### config.mk
export PLATFORM = sky130hd
export DESIGN_NAME = pipeline_hazard_ctrl_flat
export DESIGN_NICKNAME = d
export VERILOG_FILES = /design/src/rtl/pipeline_hazard_ctrl_if.sv /design/src/rtl/pipeline_hazard_ctrl.sv /design/src/flat_wrapper.sv
export SDC_FILE = /design/constraint.sdc
export NUM_CORES = 1
export LEC_CHECK = 0
export ABC_AREA = 1
export CAP_MARGIN = 15
export CELL_PAD_IN_SITES_DETAIL_PLACEMENT = 1
export CELL_PAD_IN_SITES_GLOBAL_PLACEMENT = 1
export CORE_UTILIZATION = 41
export CTS_CLUSTER_SIZE = 20
export DETAILED_ROUTE_END_ITERATION = 8
export DONT_BUFFER_PORTS = 1
export PLACE_DENSITY = 0.83
export SLEW_MARGIN = 20
export SYNTH_ARGS = -nofsm -noshare
export SYNTH_HDL_FRONTEND = slang
export SYNTH_SLANG_ARGS = --single-unit
### constraint.sdc
create_clock -name clk -period 1.8 [get_ports clk]
set_input_delay 0.18 -clock clk [delete_from_list [all_inputs] [get_ports clk]]
set_output_delay 0.18 -clock clk [all_outputs]
set_load 0.05 [all_outputs]
### src/rtl/pipeline_hazard_ctrl_if.sv
// Hazard-controller bundle: ID/EX hazard sources, memory handshake, halt control and
// the stall/flush/PC controls the controller drives back into the pipeline.
interface pipeline_hazard_ctrl_if;
    logic [2:0] i_id_rs1_addr;
    logic [2:0] i_id_rs2_addr;
    logic       i_id_uses_rs1;
    logic       i_id_uses_rs2;
    logic       i_ex_load;
    logic       i_ex_reg_write;
    logic [2:0] i_ex_dest_addr;
    logic       i_ex_branch_taken;
    logic [7:0] i_ex_branch_target;
    logic       i_mem_req;
    logic       i_mem_ready;
    logic       i_halt_req;
    logic       i_resume;

    logic       o_stall_if_id;
    logic       o_stall_id_ex;
    logic       o_stall_ex_mem;
    logic       o_stall_mem_wb;
    logic       o_flush_if_id;
    logic       o_flush_id_ex;
    logic       o_flush_ex_mem;
    logic       o_flush_mem_wb;
    logic       o_pc_write_en;
    logic       o_pc_redirect;
    logic [7:0] o_pc_redirect_target;
    logic       o_halted;
    logic       o_mem_timeout;
    logic [2:0] o_state_out;

    modport master (
        output i_id_rs1_addr, i_id_rs2_addr, i_id_uses_rs1, i_id_uses_rs2,
               i_ex_load, i_ex_reg_write, i_ex_dest_addr, i_ex_branch_taken,
               i_ex_branch_target, i_mem_req, i_mem_ready, i_halt_req, i_resume,
        input  o_stall_if_id, o_stall_id_ex, o_stall_ex_mem, o_stall_mem_wb,
               o_flush_if_id, o_flush_id_ex, o_flush_ex_mem, o_flush_mem_wb,
               o_pc_write_en, o_pc_redirect, o_pc_redirect_target, o_halted,
               o_mem_timeout, o_state_out
    );

    modport slave (
        input  i_id_rs1_addr, i_id_rs2_addr, i_id_uses_rs1, i_id_uses_rs2,
               i_ex_load, i_ex_reg_write, i_ex_dest_addr, i_ex_branch_taken,
               i_ex_branch_target, i_mem_req, i_mem_ready, i_halt_req, i_resume,
        output o_stall_if_id, o_stall_id_ex, o_stall_ex_mem, o_stall_mem_wb,
               o_flush_if_id, o_flush_id_ex, o_flush_ex_mem, o_flush_mem_wb,
               o_pc_write_en, o_pc_redirect, o_pc_redirect_target, o_halted,
               o_mem_timeout, o_state_out
    );
endinterface

### src/rtl/pipeline_hazard_ctrl.sv
// Central stall/flush sequencer for the 5-stage pipeline (load-use, branch, memory wait, halt/drain).
// Defining HAZARD_PERF_CNT_EN adds saturating load-use / mem-wait / redirect counters.
// state | meaning: RUN normal issue | LU_STALL extra load-use bubbles | MEM_WAIT hold for data memory | DRAIN bubble out before halt | HALTED frozen until resume
module pipeline_hazard_ctrl #(
    parameter int LOAD_USE_BUBBLES = 1,
    parameter int MEM_TIMEOUT      = 15,
    parameter int DRAIN_CYCLES     = 3
) (
    input  logic                 clk,
    input  logic                 rst,
    pipeline_hazard_ctrl_if.slave bus
`ifdef HAZARD_PERF_CNT_EN
    ,
    output logic [15:0]          o_perf_lu_cycles,
    output logic [15:0]          o_perf_mem_cycles,
    output logic [15:0]          o_perf_flush_count
`endif
);

    typedef enum logic [2:0] {
        ST_RUN      = 3'd0,
        ST_LU_STALL = 3'd1,
        ST_MEM_WAIT = 3'd2,
        ST_DRAIN    = 3'd3,
        ST_HALTED   = 3'd4
    } state_t;

    // Down-counters reload so that reaching zero marks the last cycle of each phase.
    localparam logic [7:0] LU_RELOAD = 8'((LOAD_USE_BUBBLES > 1) ? LOAD_USE_BUBBLES - 2 : 0);
    localparam logic [7:0] MW_RELOAD = 8'((MEM_TIMEOUT > 0) ? MEM_TIMEOUT - 1 : 0);
    localparam logic [7:0] DR_RELOAD = 8'((DRAIN_CYCLES > 0) ? DRAIN_CYCLES - 1 : 0);

    state_t     r_state, w_next_state;
    logic [7:0] r_cnt, w_next_cnt;
    logic       r_mem_timeout, w_set_timeout;
    logic       w_lu_hazard, w_mem_wait, w_run_eval, w_allow_mw, w_lu_active;
    logic [3:0] w_stall, w_flush;
    logic       w_pc_write_en, w_pc_redirect, w_halted;

    assign w_lu_hazard = bus.i_ex_load & bus.i_ex_reg_write &
                         ((bus.i_id_uses_rs1 & (bus.i_id_rs1_addr == bus.i_ex_dest_addr)) |
                          (bus.i_id_uses_rs2 & (bus.i_id_rs2_addr == bus.i_ex_dest_addr)));
    assign w_mem_wait  = bus.i_mem_req & ~bus.i_mem_ready;

    always_comb begin
        w_next_state  = r_state;
        w_next_cnt    = r_cnt;
        w_set_timeout = 1'b0;
        w_stall       = 4'b0000;
        w_flush       = 4'b0000;
        w_pc_write_en = 1'b1;
        w_pc_redirect = 1'b0;
        w_halted      = 1'b0;
        w_lu_active   = 1'b0;
        w_run_eval    = 1'b0;
        w_allow_mw    = 1'b1;

        case (r_state)
            ST_RUN: w_run_eval = 1'b1;
            ST_LU_STALL: begin
                if (w_mem_wait) begin
                    w_stall = 4'b0111; w_flush = 4'b1000; w_pc_write_en = 1'b0;
                    w_next_state = ST_MEM_WAIT; w_next_cnt = MW_RELOAD;
                end else begin
                    w_stall = 4'b0001; w_flush = 4'b0010; w_pc_write_en = 1'b0;
                    w_lu_active = 1'b1;
                    if (r_cnt == 8'd0) w_next_state = ST_RUN;
                    else               w_next_cnt = r_cnt - 8'd1;
                end
            end
            ST_MEM_WAIT: begin
                if (bus.i_mem_ready || r_cnt == 8'd0) begin
                    w_set_timeout = ~bus.i_mem_ready;
                    w_run_eval    = 1'b1;
                    w_allow_mw    = 1'b0;
                end else begin
                    w_stall = 4'b0111; w_flush = 4'b1000; w_pc_write_en = 1'b0;
                    w_next_cnt = r_cnt - 8'd1;
                end
            end
            ST_DRAIN: begin
                if (w_mem_wait) begin
                    w_stall = 4'b0111; w_flush = 4'b1000; w_pc_write_en = 1'b0;
                    w_next_state = ST_MEM_WAIT; w_next_cnt = MW_RELOAD;
                end else begin
                    w_stall = 4'b0001; w_flush = 4'b0010; w_pc_write_en = 1'b0;
                    if (r_cnt == 8'd0) w_next_state = ST_HALTED;
                    else               w_next_cnt = r_cnt - 8'd1;
                end
            end
            ST_HALTED: begin
                w_stall = 4'b1111; w_pc_write_en = 1'b0; w_halted = 1'b1;
                if (bus.i_resume) w_next_state = ST_RUN;
            end
            default: w_next_state = ST_RUN;
        endcase

        if (w_run_eval) begin
            if (w_allow_mw && w_mem_wait) begin
                w_stall = 4'b0111; w_flush = 4'b1000; w_pc_write_en = 1'b0;
                w_next_state = ST_MEM_WAIT; w_next_cnt = MW_RELOAD;
            end else if (bus.i_ex_branch_taken) begin
                w_flush = 4'b0011; w_pc_redirect = 1'b1;
                w_next_state = ST_RUN;
            end else if (w_lu_hazard) begin
                w_stall = 4'b0001; w_flush = 4'b0010; w_pc_write_en = 1'b0;
                w_lu_active = 1'b1;
                if (LOAD_USE_BUBBLES > 1) begin
                    w_next_state = ST_LU_STALL; w_next_cnt = LU_RELOAD;
                end else begin
                    w_next_state = ST_RUN;
                end
            end else if (bus.i_halt_req) begin
                w_stall = 4'b0001; w_flush = 4'b0010; w_pc_write_en = 1'b0;
                w_next_state = ST_DRAIN; w_next_cnt = DR_RELOAD;
            end else begin
                w_next_state = ST_RUN;
            end
            // A memory release always returns to RUN, whatever the release cycle asked for.
            if (r_state == ST_MEM_WAIT) w_next_state = ST_RUN;
        end

        if (rst) begin
            w_stall       = 4'b0000;
            w_flush       = 4'b0000;
            w_pc_write_en = 1'b0;
            w_pc_redirect = 1'b0;
            w_halted      = 1'b0;
            w_lu_active   = 1'b0;
        end
    end

    always_ff @(posedge clk or posedge rst) begin
        if (rst) begin
            r_state       <= ST_RUN;
            r_cnt         <= 8'd0;
            r_mem_timeout <= 1'b0;
        end else begin
            r_state <= w_next_state;
            r_cnt   <= w_next_cnt;
            if (w_set_timeout) r_mem_timeout <= 1'b1;
        end
    end

    assign bus.o_stall_if_id        = w_stall[0];
    assign bus.o_stall_id_ex        = w_stall[1];
    assign bus.o_stall_ex_mem       = w_stall[2];
    assign bus.o_stall_mem_wb       = w_stall[3];
    assign bus.o_flush_if_id        = w_flush[0];
    assign bus.o_flush_id_ex        = w_flush[1];
    assign bus.o_flush_ex_mem       = w_flush[2];
    assign bus.o_flush_mem_wb       = w_flush[3];
    assign bus.o_pc_write_en        = w_pc_write_en;
    assign bus.o_pc_redirect        = w_pc_redirect;
    assign bus.o_pc_redirect_target = w_pc_redirect ? bus.i_ex_branch_target : 8'h00;
    assign bus.o_halted             = w_halted;
    assign bus.o_mem_timeout        = r_mem_timeout;
    assign bus.o_state_out          = r_state;

`ifdef HAZARD_PERF_CNT_EN
    logic [15:0] r_perf_lu, r_perf_mem, r_perf_flush;

    always_ff @(posedge clk or posedge rst) begin
        if (rst) begin
            r_perf_lu    <= 16'd0;
            r_perf_mem   <= 16'd0;
            r_perf_flush <= 16'd0;
        end else begin
            if (w_lu_active && r_perf_lu != 16'hFFFF)                r_perf_lu    <= r_perf_lu + 16'd1;
            if (r_state == ST_MEM_WAIT && r_perf_mem != 16'hFFFF)    r_perf_mem   <= r_perf_mem + 16'd1;
            if (w_pc_redirect && r_perf_flush != 16'hFFFF)           r_perf_flush <= r_perf_flush + 16'd1;
        end
    end

    assign o_perf_lu_cycles   = r_perf_lu;
    assign o_perf_mem_cycles  = r_perf_mem;
    assign o_perf_flush_count = r_perf_flush;
`else
    logic w_unused_lu_active;
    assign w_unused_lu_active = w_lu_active;
`endif

endmodule
### src/flat_wrapper.sv
// flat-port wrapper written by rule: the top's interface ports become plain ports
module pipeline_hazard_ctrl_flat 
#(
    parameter int LOAD_USE_BUBBLES = 1,
    parameter int MEM_TIMEOUT      = 15,
    parameter int DRAIN_CYCLES     = 3
)
  (clk, rst, bus_i_id_rs1_addr, bus_i_id_rs2_addr, bus_i_id_uses_rs1, bus_i_id_uses_rs2, bus_i_ex_load, bus_i_ex_reg_write, bus_i_ex_dest_addr, bus_i_ex_branch_taken, bus_i_ex_branch_target, bus_i_mem_req, bus_i_mem_ready, bus_i_halt_req, bus_i_resume, bus_o_stall_if_id, bus_o_stall_id_ex, bus_o_stall_ex_mem, bus_o_stall_mem_wb, bus_o_flush_if_id, bus_o_flush_id_ex, bus_o_flush_ex_mem, bus_o_flush_mem_wb, bus_o_pc_write_en, bus_o_pc_redirect, bus_o_pc_redirect_target, bus_o_halted, bus_o_mem_timeout, bus_o_state_out);
  pipeline_hazard_ctrl_if bus_i ();
  input  logic clk;
  input  logic rst;
  input wire logic [$bits(bus_i.i_id_rs1_addr)-1:0] bus_i_id_rs1_addr;
  input wire logic [$bits(bus_i.i_id_rs2_addr)-1:0] bus_i_id_rs2_addr;
  input wire logic [$bits(bus_i.i_id_uses_rs1)-1:0] bus_i_id_uses_rs1;
  input wire logic [$bits(bus_i.i_id_uses_rs2)-1:0] bus_i_id_uses_rs2;
  input wire logic [$bits(bus_i.i_ex_load)-1:0] bus_i_ex_load;
  input wire logic [$bits(bus_i.i_ex_reg_write)-1:0] bus_i_ex_reg_write;
  input wire logic [$bits(bus_i.i_ex_dest_addr)-1:0] bus_i_ex_dest_addr;
  input wire logic [$bits(bus_i.i_ex_branch_taken)-1:0] bus_i_ex_branch_taken;
  input wire logic [$bits(bus_i.i_ex_branch_target)-1:0] bus_i_ex_branch_target;
  input wire logic [$bits(bus_i.i_mem_req)-1:0] bus_i_mem_req;
  input wire logic [$bits(bus_i.i_mem_ready)-1:0] bus_i_mem_ready;
  input wire logic [$bits(bus_i.i_halt_req)-1:0] bus_i_halt_req;
  input wire logic [$bits(bus_i.i_resume)-1:0] bus_i_resume;
  output wire logic [$bits(bus_i.o_stall_if_id)-1:0] bus_o_stall_if_id;
  output wire logic [$bits(bus_i.o_stall_id_ex)-1:0] bus_o_stall_id_ex;
  output wire logic [$bits(bus_i.o_stall_ex_mem)-1:0] bus_o_stall_ex_mem;
  output wire logic [$bits(bus_i.o_stall_mem_wb)-1:0] bus_o_stall_mem_wb;
  output wire logic [$bits(bus_i.o_flush_if_id)-1:0] bus_o_flush_if_id;
  output wire logic [$bits(bus_i.o_flush_id_ex)-1:0] bus_o_flush_id_ex;
  output wire logic [$bits(bus_i.o_flush_ex_mem)-1:0] bus_o_flush_ex_mem;
  output wire logic [$bits(bus_i.o_flush_mem_wb)-1:0] bus_o_flush_mem_wb;
  output wire logic [$bits(bus_i.o_pc_write_en)-1:0] bus_o_pc_write_en;
  output wire logic [$bits(bus_i.o_pc_redirect)-1:0] bus_o_pc_redirect;
  output wire logic [$bits(bus_i.o_pc_redirect_target)-1:0] bus_o_pc_redirect_target;
  output wire logic [$bits(bus_i.o_halted)-1:0] bus_o_halted;
  output wire logic [$bits(bus_i.o_mem_timeout)-1:0] bus_o_mem_timeout;
  output wire logic [$bits(bus_i.o_state_out)-1:0] bus_o_state_out;
  assign bus_i.i_id_rs1_addr = bus_i_id_rs1_addr;
  assign bus_i.i_id_rs2_addr = bus_i_id_rs2_addr;
  assign bus_i.i_id_uses_rs1 = bus_i_id_uses_rs1;
  assign bus_i.i_id_uses_rs2 = bus_i_id_uses_rs2;
  assign bus_i.i_ex_load = bus_i_ex_load;
  assign bus_i.i_ex_reg_write = bus_i_ex_reg_write;
  assign bus_i.i_ex_dest_addr = bus_i_ex_dest_addr;
  assign bus_i.i_ex_branch_taken = bus_i_ex_branch_taken;
  assign bus_i.i_ex_branch_target = bus_i_ex_branch_target;
  assign bus_i.i_mem_req = bus_i_mem_req;
  assign bus_i.i_mem_ready = bus_i_mem_ready;
  assign bus_i.i_halt_req = bus_i_halt_req;
  assign bus_i.i_resume = bus_i_resume;
  assign bus_o_stall_if_id = bus_i.o_stall_if_id;
  assign bus_o_stall_id_ex = bus_i.o_stall_id_ex;
  assign bus_o_stall_ex_mem = bus_i.o_stall_ex_mem;
  assign bus_o_stall_mem_wb = bus_i.o_stall_mem_wb;
  assign bus_o_flush_if_id = bus_i.o_flush_if_id;
  assign bus_o_flush_id_ex = bus_i.o_flush_id_ex;
  assign bus_o_flush_ex_mem = bus_i.o_flush_ex_mem;
  assign bus_o_flush_mem_wb = bus_i.o_flush_mem_wb;
  assign bus_o_pc_write_en = bus_i.o_pc_write_en;
  assign bus_o_pc_redirect = bus_i.o_pc_redirect;
  assign bus_o_pc_redirect_target = bus_i.o_pc_redirect_target;
  assign bus_o_halted = bus_i.o_halted;
  assign bus_o_mem_timeout = bus_i.o_mem_timeout;
  assign bus_o_state_out = bus_i.o_state_out;
  pipeline_hazard_ctrl #(.LOAD_USE_BUBBLES(LOAD_USE_BUBBLES), .MEM_TIMEOUT(MEM_TIMEOUT), .DRAIN_CYCLES(DRAIN_CYCLES)) u_core (.clk(clk), .rst(rst), .bus(bus_i));
endmodule
==> run summary, run 1 <==
The flow did not finish. The stage where the flow stopped is global routing (5_1_grt). The tool reported: "[ERROR DPL-0033] detailed placement checks failed during check placement". The die outline height is 57.7 µm. The H-tree level count came out at 1. The synthesized area came out at 0.00127 mm². The floorplan die width came out at 57.7 µm. In this run the cell area measured after placement is 0.00174 mm². The effective utilization at floorplan came out at 0.446. After the last repair the worst path ends at a top-level output. The count of buffers from port buffering is 0. Pin placement for this block handled 51 I/O pins. The TritonCTS sink count came out at 12.

The maximum number of pins on one net before global-route repair is 15. The biggest area contributor in the post-synthesis netlist is dfrtp_1. The cell sitting at the root of the clock tree is a clkbuf_4. The distinct cell type count of the synthesized netlist is 23. The post-synthesis instance total is 224. The final weighted congestion in routability-driven placement came out at 0.847. The mean area per synthesized cell is 5.69 µm². The buffer depth of the longest clock path came out at 2. The post-synthesis register bit count is 12. The number of antenna violations at the first check in global routing came out at 0. The number of placed instances, taps included is 280. The fraction of synthesized cell area taken by the top area cell type came out at 0.236. The post-detailed-placement half-perimeter wirelength came out at 4120 µm.

The total clock buffers created by CTS is 3. The share of the Yosys chip area taken by registers is 0.236. The synthesis warning total came out at 0. By area the synthesized netlist is led by dfrtp_1, nand2_1, inv_1, nor2_1, nand3_1.

The global-route repair_timing pass left the worst setup endpoint at bus_o_stall_if_id. The number of rows created at floorplan is 19. The post-synthesis net count came out at 254.
==> logic make-up after synthesis <==
kind of cell    count (synthesis)  share of synthesized area
xor+xnor                        1                    0.00688
simple gates                  135                      0.479
other cells                     1                    0.00294
flops                          12                      0.236
compound gates                 20                     0.0904
buf+inv                        53                      0.165
fa+ha+maj                       2                     0.0196
==> synth_stat cells <==
cell / n
inv_1: 45
ha_1: 2
buf_4: 3
inv_2: 5
o211ai_1: 1
nand3_1: 17
nor3_1: 3
nor2_1: 37
o21ai_0: 8
a21o_1: 1
nand2_1: 59
nand2_4: 2
nor2_4: 2
o21bai_1: 1
o21ai_2: 2
nand4_1: 1
nor2_2: 3
conb_1: 1
a21oi_1: 7
nand3_2: 3
nand2_2: 8
xnor2_1: 1
dfrtp_1: 12
==> through the flow <==
step                      TNS [ns]  worst slack [ns]
after floorplan              -1.12            -0.115
after global placement           0            0.0260
after detailed placement     -1.44            -0.161
after CTS                    -3.97            -0.332
==> what timing repair did <==
| action | CTS |
|---|---|
| endpoints found under the setup margin | 16 |
| buffers inserted | 11 |
| pin swaps | 9 |
| hold buffers | 1 |
| resized for setup | 25 |
| cloned | 1 |
| hold endpoints to repair | 12 |
==> inputs of run 2 (changes only) <==
--- a/config.mk
+++ b/config.mk
@@ -7,13 +7,10 @@
 export LEC_CHECK = 0
 export ABC_AREA = 1
 export CAP_MARGIN = 15
-export CELL_PAD_IN_SITES_DETAIL_PLACEMENT = 1
-export CELL_PAD_IN_SITES_GLOBAL_PLACEMENT = 1
-export CORE_UTILIZATION = 41
-export CTS_CLUSTER_SIZE = 20
+export CORE_UTILIZATION = 35
 export DETAILED_ROUTE_END_ITERATION = 8
 export DONT_BUFFER_PORTS = 1
-export PLACE_DENSITY = 0.83
+export PLACE_DENSITY_LB_ADDON = 0.15
 export SLEW_MARGIN = 20
 export SYNTH_ARGS = -nofsm -noshare
 export SYNTH_HDL_FRONTEND = slang
==> run 2 against run 1 <==
Against the previous run: the flow now finishes, with violations (negative setup slack); synthesized area stayed put; synthesized cell count stayed put.
==> run summary, run 2 <==
The worst reg2reg path endpoint is u_core.r_cnt[5]. At the end of the flow, the number of nets in the layout was 300. The instance area after placement came out at 0.00177 mm² (was 0.00174 mm²). The worst path arrival time came out at 1.87 ns. The max-cap violation count is 0.

The total congestion overflow after global routing is 0. The final number of max-transition violations came out at 0. TritonCTS built the clock tree. The share of the yosys chip area belonging to registers is 0.236 (unchanged). The final instance area came out at 0.00205 mm².

The synthesized area is 0.00127 mm² (unchanged). The fraction of synthesized cell area taken by the top area cell type came out at 0.236 (unchanged). The final cycle utilization of the critical path came out at 1.14. The region available for standard cell placement spans 0.00342 mm². The buffer depth of the longest clock path is 2 (unchanged).

The post-synthesis instance total is 224 (unchanged). Leading cell types by count after synthesis: nand2_1, inv_1, nor2_1, nand3_1, dfrtp_1 (unchanged). Dividing total power by cell area gives a power density of 1520 mW/mm². Among all stages on the critical path, the largest delay is contributed by dfrtp_1. The number of flip-flops under the largest register name came out at 8. The final count of hold timing violations is 0. The worst hold path belongs to the class input port to asynchronous set/reset pin. The peak clock frequency supported by timing came out at 487 MHz. The proportion of layout cells with a drive suffix above 1 is 0.390. The number of synthesized flops with an enable pin came out at 0 (unchanged). The post-synthesis net count came out at 254 (unchanged).

The clock network latency to the later pin of the worst-skew pair came out at 0.29 ns. The analysis attributes to cell leakage a power of 1.05 nW. The number of vias after detailed routing is 1,503. The area of the die came out at 0.00388 mm².

The worst setup path is of the register to output pin kind. The peak per-stage delay on the critical path is 0.40 ns. The worst setup path is launched from a register. Top cells by area in the synthesized netlist: dfrtp_1, nand2_1, inv_1, nor2_1, nand3_1 (unchanged). The floorplan die width was 62.3 µm (was 57.7 µm). Leaving out fill and tap cells, the most frequent cells in the layout are nand2_1, inv_1, buf_4, nor2_1, nand3_1.

The synthesis warning total came out at 0 (unchanged). The number of DRC violations after detailed routing is 0. The post-detailed-placement half-perimeter wirelength is 2790 µm (was 4120 µm). The count of buffers from port buffering is 0 (unchanged).

The remaining number of nets flagged by the antenna check after routing is 0. The final total power came out at 3.13 mW. Setup repair after global routing could not meet its margin everywhere.

The number of rows created at floorplan came to 21 (was 19). The H-tree level count came out at 1 (unchanged). Counting flops per register, the top entry is u_core.r_cnt. The number of antenna violations at the first check in global routing is 0.

The die outline height is 62.3 µm (was 57.7 µm). The met2 global-route usage came out at 0.308. The overall track demand over capacity in global routing came out at 0.198. Across all setup checks in the final design, the least slack found is -0.254 ns. The final period demand of the worst path is 2.05 ns.

The first detailed-routing pass took 4 iterations. The mean area per synthesized cell is 5.69 µm² (unchanged). The total wire length is 3760 µm. For this run, global-route usage on met1 was measured as 0.273. The area growth from synthesis to final layout is 61.0%. The first global-routing pass estimated 6200 µm of wire. The via count of the first global-routing pass was 1,363. The top fanout value on the critical path came out at 5.

Walking the worst path, the cells encountered are inv_2, ha_4, nand2_2, nor2_2, nand2_2, nand2_2, nand2_4, o21ai_4, nand3_4, nor2_4, buf_12. The cell chosen for the clock root is clkbuf_4 (unchanged). The data required time at the worst endpoint came out at 1.62 ns.

The post-placement setup slack came out at -0.0313 ns (was -0.161 ns). The TritonCTS sink count is 12 (unchanged). The met3 capacity usage during global routing came out at 0.0349. The checks that failed: negative setup slack. The worst setup path is captured at an output pin. The total clock buffers created by CTS came out at 3 (unchanged).

Clock-pin slew was measured on the worst setup and hold paths at 0.09 ns. Counting both buffers and inverters, the worst setup path holds a total of 2. The number of I/O pins is 51 (unchanged). The share of flip-flops with an asynchronous set or reset after synthesis was 1.00 (unchanged). The final weighted congestion in routability-driven placement is 0.831 (was 0.847). The register-to-register setup slack is 0.10 ns. The distinct cell type count of the synthesized netlist is 23 (unchanged). Counting cells, the worst reg-to-reg path comes to 12.

Result of the run: finished, violations left (was stopped before the end). The post-detailed-route wirelength per cell is 11.9 µm. The leading cell type by number of instances after synthesis is nand2_1 (unchanged).

The effective utilization at floorplan came to 0.373 (was 0.446). In this design, the critical path's most frequently occurring cell is nand2_2. The prevailing post-synth register cell is dfrtp_1 (unchanged). The maximum number of pins on one net before global-route repair is 9.

The maximum vdd ir drop is 957 µV. The antenna diode count came out at 0. Using the TritonRoute via totals, the vias-per-cell ratio works out to 4.77.

The layer with the highest usage after global routing is met2. Once layout is complete, the utilization of the core stands at 0.600. The dominant cell type by area after synthesis is dfrtp_1 (unchanged). The post-synthesis register bit count came out at 12 (unchanged).

After the first detailed-routing iteration, the DRC count stood at 71. The clock arrives with 0.0110 ns of skew. The source of the worst register-to-register timing path is u_core.r_cnt[1]. The most common cell after layout, fill and taps aside is nand2_1. The number of setup violations in the final report is 16. In this run the worst setup path begins at u_core.r_cnt[1]. The kind of cell adding the most delay to the critical path is simple AND/OR/NAND/NOR gates.
run 2: through the flow:
step           setup TNS (ns)  instances  hold slack (ns)
2_1_floorplan           -1.12        224           0.0920
3_3_place_gp                0        296           0.0719
3_5_place_dp           -0.136        296           0.0687
4_1_cts                 -3.53        311           0.0388
5_1_grt                 -4.91        315           0.0577
6_report                -3.58        315           0.0245
run 2: per-layer routing:
metal  part of all wire  vias to the layer above
li1                   -                      765
met1               0.43                      668
met2               0.48                       63
met3              0.076                        7
met4              0.016                        0
met5                  0                        -
run 2: worst max-delay path by stage:
stage | cells past startpoint | endpoint | slack, ns
final | 11 | bus_o_pc_redirect_target[6] | -0.25
after global placement | 11 | bus_o_pc_redirect_target[4] | 0.02
after CTS | 11 | bus_o_pc_redirect_target[6] | -0.29
after global routing | 11 | bus_o_pc_redirect_target[6] | -0.34
after detailed placement | 11 | bus_o_pc_redirect_target[1] | -0.03
after floorplan | 7 | bus_o_pc_redirect_target[0] | -0.11
run 2: cell families (layout without fill, tap and decap cells):
logic type	count (synthesis)	after routing	share of synthesized area
flops	12	12	0.236
other cells	1	1	0.00294
simple gates	135	136	0.479
fa+ha+maj	2	2	0.0196
xor+xnor	1	1	0.00688
compound gates	20	20	0.0904
buf+inv	53	97	0.165
run 2: what timing repair did:
item | in CTS | in global routing
hold buffers | 1 | 0
cloned | 1 | 0
pin swaps | 7 | 6
buffers inserted | 9 | 4
endpoints found under the hold margin | 4 | 0
resized for setup | 25 | 8
endpoints found under the setup margin | 16 | 18
run 2: layout make-up:
type | instances | area, µm²
clock buffers | 4 | 36.3
fillers | 334 | 1370
inverters | 50 | 195
multi-input cells | 160 | 946
flip-flops and latches | 12 | 304
well taps | 46 | 57.6
repair buffers | 43 | 512
run 2: where the power goes:
group          total [mW]  leakage [nW]  switching, mW  internal (mW)
combinational        2.40         0.875           1.45          0.956
sequential          0.492         0.150          0.118          0.374
clock               0.232        0.0210          0.109          0.123
total                3.13          1.05           1.67           1.45
Power figures use the tool's default switching activity.
==> inputs of run 3 (changes only) <==
--- a/config.mk
+++ b/config.mk
@@ -8,6 +8,7 @@
 export ABC_AREA = 1
 export CAP_MARGIN = 15
 export CORE_UTILIZATION = 35
+export CTS_CLUSTER_SIZE = 25
 export DETAILED_ROUTE_END_ITERATION = 8
 export DONT_BUFFER_PORTS = 1
 export PLACE_DENSITY_LB_ADDON = 0.15
==> results of run 3 <==
The final DEF is identical to that of run 2; final timing and power are the same.
